### src/rtl/fpu_fmac_pkg.sv
// Shared FMAC definitions: sideband width and the segment geometry helpers
// used to slice the carry-propagate add into pipeline stages.
package fpu_fmac_pkg;

   localparam int TAG_W = 4;

   // Number of SEG-bit segments needed to cover the (n+2)-bit result.
   function automatic int calc_stages(input int n, input int seg);
      return (n + 2 + seg - 1) / seg;
   endfunction

   // Lowest result bit handled by segment k.
   function automatic int seg_lo(input int k, input int seg);
      return k * seg;
   endfunction

   // Width of segment k; the top segment is narrower when (n+2) % seg != 0.
   function automatic int seg_width(input int k, input int n, input int seg);
      int rem;
      rem = n + 2 - k * seg;
      return (rem < seg) ? rem : seg;
   endfunction

endpackage

### src/rtl/csa_resolve_seg.sv
// One elastic pipeline stage of the carry-propagate adder: resolves one
// segment of the operands using the carry registered by the previous stage.
module csa_resolve_seg
   import fpu_fmac_pkg::*;
#(
   parameter int W  = 51,
   parameter int LO = 0,
   parameter int SW = 16
) (
   input  logic             clk,
   input  logic             rst,
   input  logic             flush,
   input  logic             in_valid,
   output logic             up_ready,
   input  logic [W-1:0]     a_in,
   input  logic [W-1:0]     b_in,
   input  logic             cin,
   input  logic [TAG_W-1:0] tag_in,
   output logic             out_valid,
   input  logic             down_ready,
   output logic [W-1:0]     a_out,
   output logic [W-1:0]     b_out,
   output logic             cout,
   output logic [TAG_W-1:0] tag_out
);

   logic [SW-1:0] seg_sum;
   logic          seg_cout;
   logic [W-1:0]  a_next;
   logic [W-1:0]  b_next;

   // A flush must never be blocked, so it forces the stage open.
   assign up_ready = flush | ~out_valid | down_ready;

   // Add this segment; resolved bits replace the A operand bits, B bits are cleared.
   always_comb begin
      {seg_cout, seg_sum} = {1'b0, a_in[LO +: SW]} + {1'b0, b_in[LO +: SW]}
                            + {{SW{1'b0}}, cin};
      a_next           = a_in;
      a_next[LO +: SW] = seg_sum;
      b_next           = b_in;
      b_next[LO +: SW] = '0;
   end

   // Stage occupancy: cleared by reset or flush, otherwise follows upstream when open.
   always_ff @(posedge clk or posedge rst) begin
      if (rst) begin
         out_valid <= 1'b0;
      end else if (flush) begin
         out_valid <= 1'b0;
      end else if (up_ready) begin
         out_valid <= in_valid;
      end
   end

   // Payload registers load only on a real accept so held outputs stay stable.
   always_ff @(posedge clk or posedge rst) begin
      if (rst) begin
         a_out   <= '0;
         b_out   <= '0;
         cout    <= 1'b0;
         tag_out <= '0;
      end else if (!flush && up_ready && in_valid) begin
         a_out   <= a_next;
         b_out   <= b_next;
         cout    <= seg_cout;
         tag_out <= tag_in;
      end
   end

endmodule

### src/rtl/csa_resolve_pipe.sv
// Pipelined carry-propagate back end: turns a carry-save (sum, carry) pair
// into the exact binary value sum + 2*carry, one segment per stage.
module csa_resolve_pipe
   import fpu_fmac_pkg::*;
#(
   parameter int N   = 49,
   parameter int SEG = 16
) (
   input  logic             Clk_CI,
   input  logic             Rst_RI,
   input  logic             Flush_SI,
   input  logic             InValid_SI,
   output logic             InReady_SO,
   input  logic [N-1:0]     Sum_DI,
   input  logic [N-1:0]     Carry_DI,
   input  logic [TAG_W-1:0] Tag_DI,
   output logic             OutValid_SO,
   input  logic             OutReady_SI,
   output logic [N+1:0]     Result_DO,
   output logic             Zero_SO,
   output logic [TAG_W-1:0] Tag_DO
);

   localparam int W      = N + 2;
   localparam int STAGES = calc_stages(N, SEG);

   logic [W-1:0]     a_s [STAGES+1];
   logic [W-1:0]     b_s [STAGES+1];
   logic [TAG_W-1:0] t_s [STAGES+1];
   logic [STAGES:0]  v_s;
   logic [STAGES:0]  c_s;
   logic [STAGES-1:0] up_rdy;
   logic [STAGES-1:0] down_rdy;
   logic              unused_bits;

   assign a_s[0] = {2'b00, Sum_DI};
   assign b_s[0] = {1'b0, Carry_DI, 1'b0};
   assign t_s[0] = Tag_DI;
   assign v_s[0] = InValid_SI;
   assign c_s[0] = 1'b0;

   // Ready seen by each stage, built back from the consumer without a skid buffer.
   always_comb begin
      down_rdy           = '0;
      down_rdy[STAGES-1] = OutReady_SI;
      for (int k = STAGES - 2; k >= 0; k--) begin
         down_rdy[k] = Flush_SI | ~v_s[k+2] | down_rdy[k+1];
      end
   end

   for (genvar k = 0; k < STAGES; k++) begin : g_stage
      localparam int LO = seg_lo(k, SEG);
      localparam int SW = seg_width(k, N, SEG);

      csa_resolve_seg #(
         .W  (W),
         .LO (LO),
         .SW (SW)
      ) u_seg (
         .clk        (Clk_CI),
         .rst        (Rst_RI),
         .flush      (Flush_SI),
         .in_valid   (v_s[k]),
         .up_ready   (up_rdy[k]),
         .a_in       (a_s[k]),
         .b_in       (b_s[k]),
         .cin        (c_s[k]),
         .tag_in     (t_s[k]),
         .out_valid  (v_s[k+1]),
         .down_ready (down_rdy[k]),
         .a_out      (a_s[k+1]),
         .b_out      (b_s[k+1]),
         .cout       (c_s[k+1]),
         .tag_out    (t_s[k+1])
      );
   end

   assign InReady_SO  = up_rdy[0];
   assign OutValid_SO = v_s[STAGES];
   assign Result_DO   = a_s[STAGES];
   assign Tag_DO      = t_s[STAGES];
   assign Zero_SO     = v_s[STAGES] & ~|a_s[STAGES];

   // The fully cleared B vector and the top carry-out (always 0) are not needed.
   assign unused_bits = ^{b_s[STAGES], c_s[STAGES], up_rdy};

endmodule

### config.mk
export PLATFORM = sky130hd
export DESIGN_NAME = csa_resolve_pipe
export DESIGN_NICKNAME = d
export VERILOG_FILES = /design/src/rtl/fpu_fmac_pkg.sv /design/src/rtl/csa_resolve_seg.sv /design/src/rtl/csa_resolve_pipe.sv
export SDC_FILE = /design/constraint.sdc
export NUM_CORES = 1
export LEC_CHECK = 0
export CORE_MARGIN = 2
export CORE_UTILIZATION = 50
export CTS_CLUSTER_DIAMETER = 40
export DETAILED_ROUTE_END_ITERATION = 10
export GPL_ROUTABILITY_DRIVEN = 0
export GPL_TIMING_DRIVEN = 0
export PLACE_DENSITY = 0.76
export SETUP_SLACK_MARGIN = 0.4
export SYNTH_ARGS = -nofsm -noshare
export SYNTH_HDL_FRONTEND = slang
export SYNTH_SLANG_ARGS = --single-unit
export TNS_END_PERCENT = 1
### constraint.sdc
create_clock -name Clk_CI -period 11.4 [get_ports Clk_CI]
set_clock_uncertainty 0.05 [all_clocks]
set_input_delay 3.42 -clock Clk_CI [delete_from_list [all_inputs] [get_ports Clk_CI]]
set_output_delay 3.42 -clock Clk_CI [all_outputs]
set_load 0.01 [all_outputs]
Word level (Yosys, flattened, before mapping)
Cells that the tools add are included.
Widths: inputs -> output; s select.
{ "totals": {"reg_bits": 275, "output_inout_bits": 58} }
{ "classes": {"bitwise": 13, "n_mux": 8, "add_sub_neg": 7, "n_reduce_logical": 15} }
{ "ops": {"columns": ["cell", "n"], "rows": [
  ["$add 16x16->17", 3],
  ["$reduce_or 51->1", 1],
  ["$add 17x1->17", 2],
  ["$logic_and 1x1->1", 8],
  ["$mux 1", 8],
  ["$or 1x1->1", 8],
  ["$reduce_bool 2->1", 4],
  ["$not 1->1", 4],
  ["$add 1x2->3", 1],
  ["$add 3x1->3", 1],
  ["$logic_not 1->1", 2],
  ["$and 1x1->1", 1]
]} }

Longest topological paths before layout
{ "depth": {"depth_word": 8, "ltp_mapped": 8, "mapped_depth_nobuf": 8} }

Cells and area by module
A second synthesis with hierarchy kept.
{ "hier_totals": {"cells_unflattened": 1743, "area_unflattened_um2": 17513.0} }
{ "by_module_without_submodules": {"columns": ["module", "area_each_um2", "instances", "seq_area_each_um2", "cells_each"], "rows": [
  ["csa_resolve_seg at g_stage[0].u_seg ...", 4277.9, 2, 2302.2, 489],
  ["csa_resolve_seg at g_stage[3].u_seg", 4469.3, 1, 2627.5, 245],
  ["csa_resolve_seg at g_stage[2].u_seg", 4322.9, 1, 2302.2, 497],
  ["csa_resolve_pipe", 165.2, 1, 0.0, 23]
]} }

Worst setup path before layout
No wires, ideal clock.
{ "synth_timing": {"path_type": "input -> output", "start": "input Flush_SI", "end": "output InReady_SO", "arrival_time_ns": 3.867, "n_path_buf": 1, "path_slack_ns": 4.063, "required_time_ns": 7.930, "path_stages": 2, "cell_sequence": "clkbuf_1 nand3b_1"} }
{ "synth_via": {"elab_chain_len": 5, "word_cells_on_any_way": 8, "cone_classes": "8 x bitwise"} }
{ "synth_lines": {"columns": ["element", "line_no", "rtl"], "rows": [
  ["start: declaration", "csa_resolve_pipe.sv:11", "input logic Flush_SI,"],
  ["$or 1x1->1 (4 in a row)", "csa_resolve_pipe.sv:47", "down_rdy[k] = Flush_SI | ~v_s[k+2] | down_rdy[k+1];"],
  ["$or 1x1->1 *", "csa_resolve_seg.sv:33", "assign up_ready = flush | ~out_valid | down_ready;"],
  ["end: declaration", "csa_resolve_pipe.sv:13", "output logic InReady_SO,"]
]} }
Mark *: on every way between the ends. The rest lies on a longest branch, timed or not.

Final worst setup path
{ "layout_timing": {"start": "input OutReady_SI", "end": "output InReady_SO"} }
{ "layout_via": {"elab_chain_len": 4} }
{ "layout_lines": {"columns": ["element", "line_no", "rtl"], "rows": [
  ["start: declaration", "csa_resolve_pipe.sv:18", "input logic OutReady_SI,"],
  ["$or 1x1->1 (3 in a row)", "csa_resolve_pipe.sv:47", null],
  ["$or 1x1->1", "csa_resolve_seg.sv:33", null]
]} }
No other way between the ends.

==> impl_metrics.json <==
{
  "cp_common_cell": "clkdlybuf4s50_1",
  "arrival_ns": 4.99,
  "tightest_slew_ns": 0.7671,
  "hold_path.startpoint": "g_stage[1].u_seg.a_out[11]",
  "viasPerCell": 5.321,
  "core-area_mm2": 0.02525,
  "power_density_mw_per_mm2": 227.1,
  "rsz0062_at_grt": "no",
  "wl_per_cell_um": 16.82,
  "clk_latency_ns": 0.51,
  "period_needed_ns": 8.458,
  "drive_gt1_frac": 0.2568,
  "hold_viol": 0,
  "max_slew_margin": 0.4839,
  "die_x_um": 164.5,
  "cts_num_sinks": 275,
  "antenna_cells": 0,
  "port_buffers": 163,
  "tns_ns": 0,
  "setup_viol": 0,
  "rows": 58,
  "grt_pass1_vias": 8964,
  "hold_depth": 2,
  "grt-ovfl-total": 0,
  "critPathLaunchType": "primary input",
  "cts.clk_slew.worst_paths_ns": 0.06,
  "critPathMaxFanout": 4,
  "post-route-period-util": 0.7419,
  "slowest_stage": "clkdlybuf4s50_1",
  "nets": 1463,
  "finalPower_mw": 3.724,
  "area_growth_pct": 27.27,
  "die_area_mm2": 0.02707,
  "yosys_warnings": 0,
  "path_cells": "clkdlybuf4s50_1 > nor2b_4 > and3_4 > nand3b_1 > clkdlybuf4s50_1",
  "drt-initial-drc-count": 542,
  "worst_hold_path_type": "register to register",
  "synth_area_leaders": "dfrtp_1, mux2_2, nand2_1",
  "synth_top_family_by_area": "multiplexers",
  "clockRootBuffer": "clkbuf_16",
  "maxSlewViolCount": 0,
  "grt_pass1_wl_mm": 45.17,
  "fin_area_mm2": 0.01640,
  "cts_hold_buf": 0,
  "path_buf_inv": 2,
  "clk_path_buf_depth": 3,
  "firstDrtPassIters": 5,
  "synth_ff_type": "dfrtp_1",
  "htree_levels": 2,
  "whs_endpoint": "g_stage[2].u_seg.a_out[11]",
  "synth-simple-area-share": 0.09459,
  "synth_top_area_share": 0.5341,
  "synth.yosys.seq_area_share": 0.5341,
  "ir_worst_vdd_mv": 0.1221,
  "final_cell_mix": "dfrtp_1, mux2_2, nand2_1",
  "die_h_um": 164.5,
  "grtUsageTotal": 0.2110,
  "avgSynthCellArea_um2": 11.78,
  "leakage_nw": 7.559,
  "yosysTopAreaCell": "dfrtp_1",
  "post_cts_buffers": 0,
  "place_area_mm2": 0.01507,
  "synth.cell_area_mm2": 0.01288,
  "slowest_delay_ns": 0.55,
  "cts_tree": "yes",
  "worst_setup_path_end_kind": "primary output",
  "async_flop_share": 1.000,
  "initial_core_util": 0.5102,
  "vias": 8844,
  "antenna_left": 0,
  "critPathKind": "primary input to primary output",
  "synth_compound_area_frac": 0.07653,
  "cp_top_family": "buffers and inverters",
  "worst-r2r-cell-count": 8,
  "drt-total-wl_mm": 27.95,
  "drc": 0,
  "fmax_mhz": 118.2,
  "num_io_pins": 165,
  "synth_mux_area_frac": 0.1639,
  "synth_xor_area_frac": 0.02515,
  "grt_start_max_net_pins": 44,
  "hpwlAfterDp_mm": 20.46,
  "final_common_cell": "dfrtp_1",
  "postSynthCellCount": 1094,
  "required_ns": 7.93,
  "synth_edf_count": 0,
  "regToRegSetupSlack_ns": 8.54,
  "ys_ff_latch": 275,
  "cap_violations": 0,
  "synth_fa_ha_area_frac": 0.05400,
  "r2r-start": "g_stage[1].u_seg.a_out[32]",
  "synth_cell_types": 64,
  "antenna_found_initial": 0,
  "outcome": "complete, no violations",
  "cts-resized-gates": 0,
  "synth_nets": 1253,
  "reg2reg_to": "g_stage[2].u_seg.a_out[44]",
  "numCtsBuffers": 38
}
final cells by class:
cell class	count	area, um^2
plain buffers	96	609.3
clock buffers	45	1007
clock inverters	23	317.8
fillers	1933	8857
inverters	15	60.06
multi-input cells	708	5336
flip-flops and latches	275	6882
well taps	330	412.9
repair buffers	170	1772
worst max-delay path by stage:
stage / to / from / slack (ns) / depth (start not counted)
after floorplan: InReady_SO / Flush_SI / 4.06 / 2
after CTS: InReady_SO / OutReady_SI / 2.96 / 5
after global routing: InReady_SO / OutReady_SI / 2.89 / 5
after detailed placement: InReady_SO / OutReady_SI / 2.99 / 5
final: InReady_SO / OutReady_SI / 2.94 / 5
after global placement: g_stage[0].u_seg.a_out[19] / Rst_RI / 2.45 / 2
tightest hold or removal path, stage by stage, from the launching register on:
cell and delay, ns:
dfrtp_1 0.34, nand2_1 0.05, nand2_1 0.04
metal layers:
metal | up-vias | GRT usage | part of all wire
met1 | 4346 | 0.2845 | 0.45
li1 | 4214 | - | -
met2 | 235 | 0.3532 | 0.48
met5 | - | 0 | 0
met4 | 0 | 0.06798 | 0.022
met3 | 49 | 0.03164 | 0.046
synthesized netlist by cell type (all sizes together) (2+ instances only):
cell	count
dfrtp	275
mux2	186
nand2	180
buf	77
o21ai	61
ha	46
a21oi	34
nor2	25
xor2	20
clkbuf	19
xnor2	17
inv	15
nor4	15
a21o	13
nand4	10
nand3	8
nor2b	8
fa	6
o21bai	6
a211oi	5
a31oi	5
and3	5
o31ai	5
and2	4
nor3	4
a21boi	3
o21a	3
a211o	2
a221oi	2
a32oi	2
a41o	2
nand2b	2
nand3b	2
nor3b	2
o211a	2
or3b	2
per-stage QoR:
step / setup WS [ns] / cells / util / hold WS (ns)
after detailed placement: 2.986 / 1594 / 0.5968 / 0.3977
after CTS: 2.960 / 1662 / 0.6493 / 0.4109
after global routing: 2.887 / 1662 / 0.6493 / 0.4297
after global placement: 2.454 / 1587 / 0.5913 / 0.3932
final: 2.942 / 1662 / 0.6493 / 0.4071
after floorplan: 4.063 / 1094 / - / 0.3831
logic make-up (layout without fill, tap and decap cells):
| kind of cell | after synthesis | in the layout |
|---|---|---|
| AND/OR/NAND/NOR | 273 | 273 |
| XOR/XNOR | 37 | 37 |
| buffers and inverters | 111 | 349 |
| multiplexers | 187 | 187 |
| flip-flops | 275 | 275 |
| adder cells (fa/ha/maj) | 52 | 52 |
| AO/OA/AOI/OAI | 159 | 159 |
sequential cells by signal, summed over array words and instances, names as in the netlist:
signal	cells
g_stage.u_seg.tag_out	16
g_stage.u_seg.b_out	54
g_stage.u_seg.cout	3
g_stage.u_seg.a_out	198
g_stage.u_seg.out_valid	4
power by group:
part	total (mW)	switching, mW	internal [mW]
registers	1.44	0.186	1.26
clock network	1.21	0.438	0.775
logic	1.07	0.478	0.590
total	3.72	1.10	2.62
No activity file was read; power rests on OpenSTA's default activity.
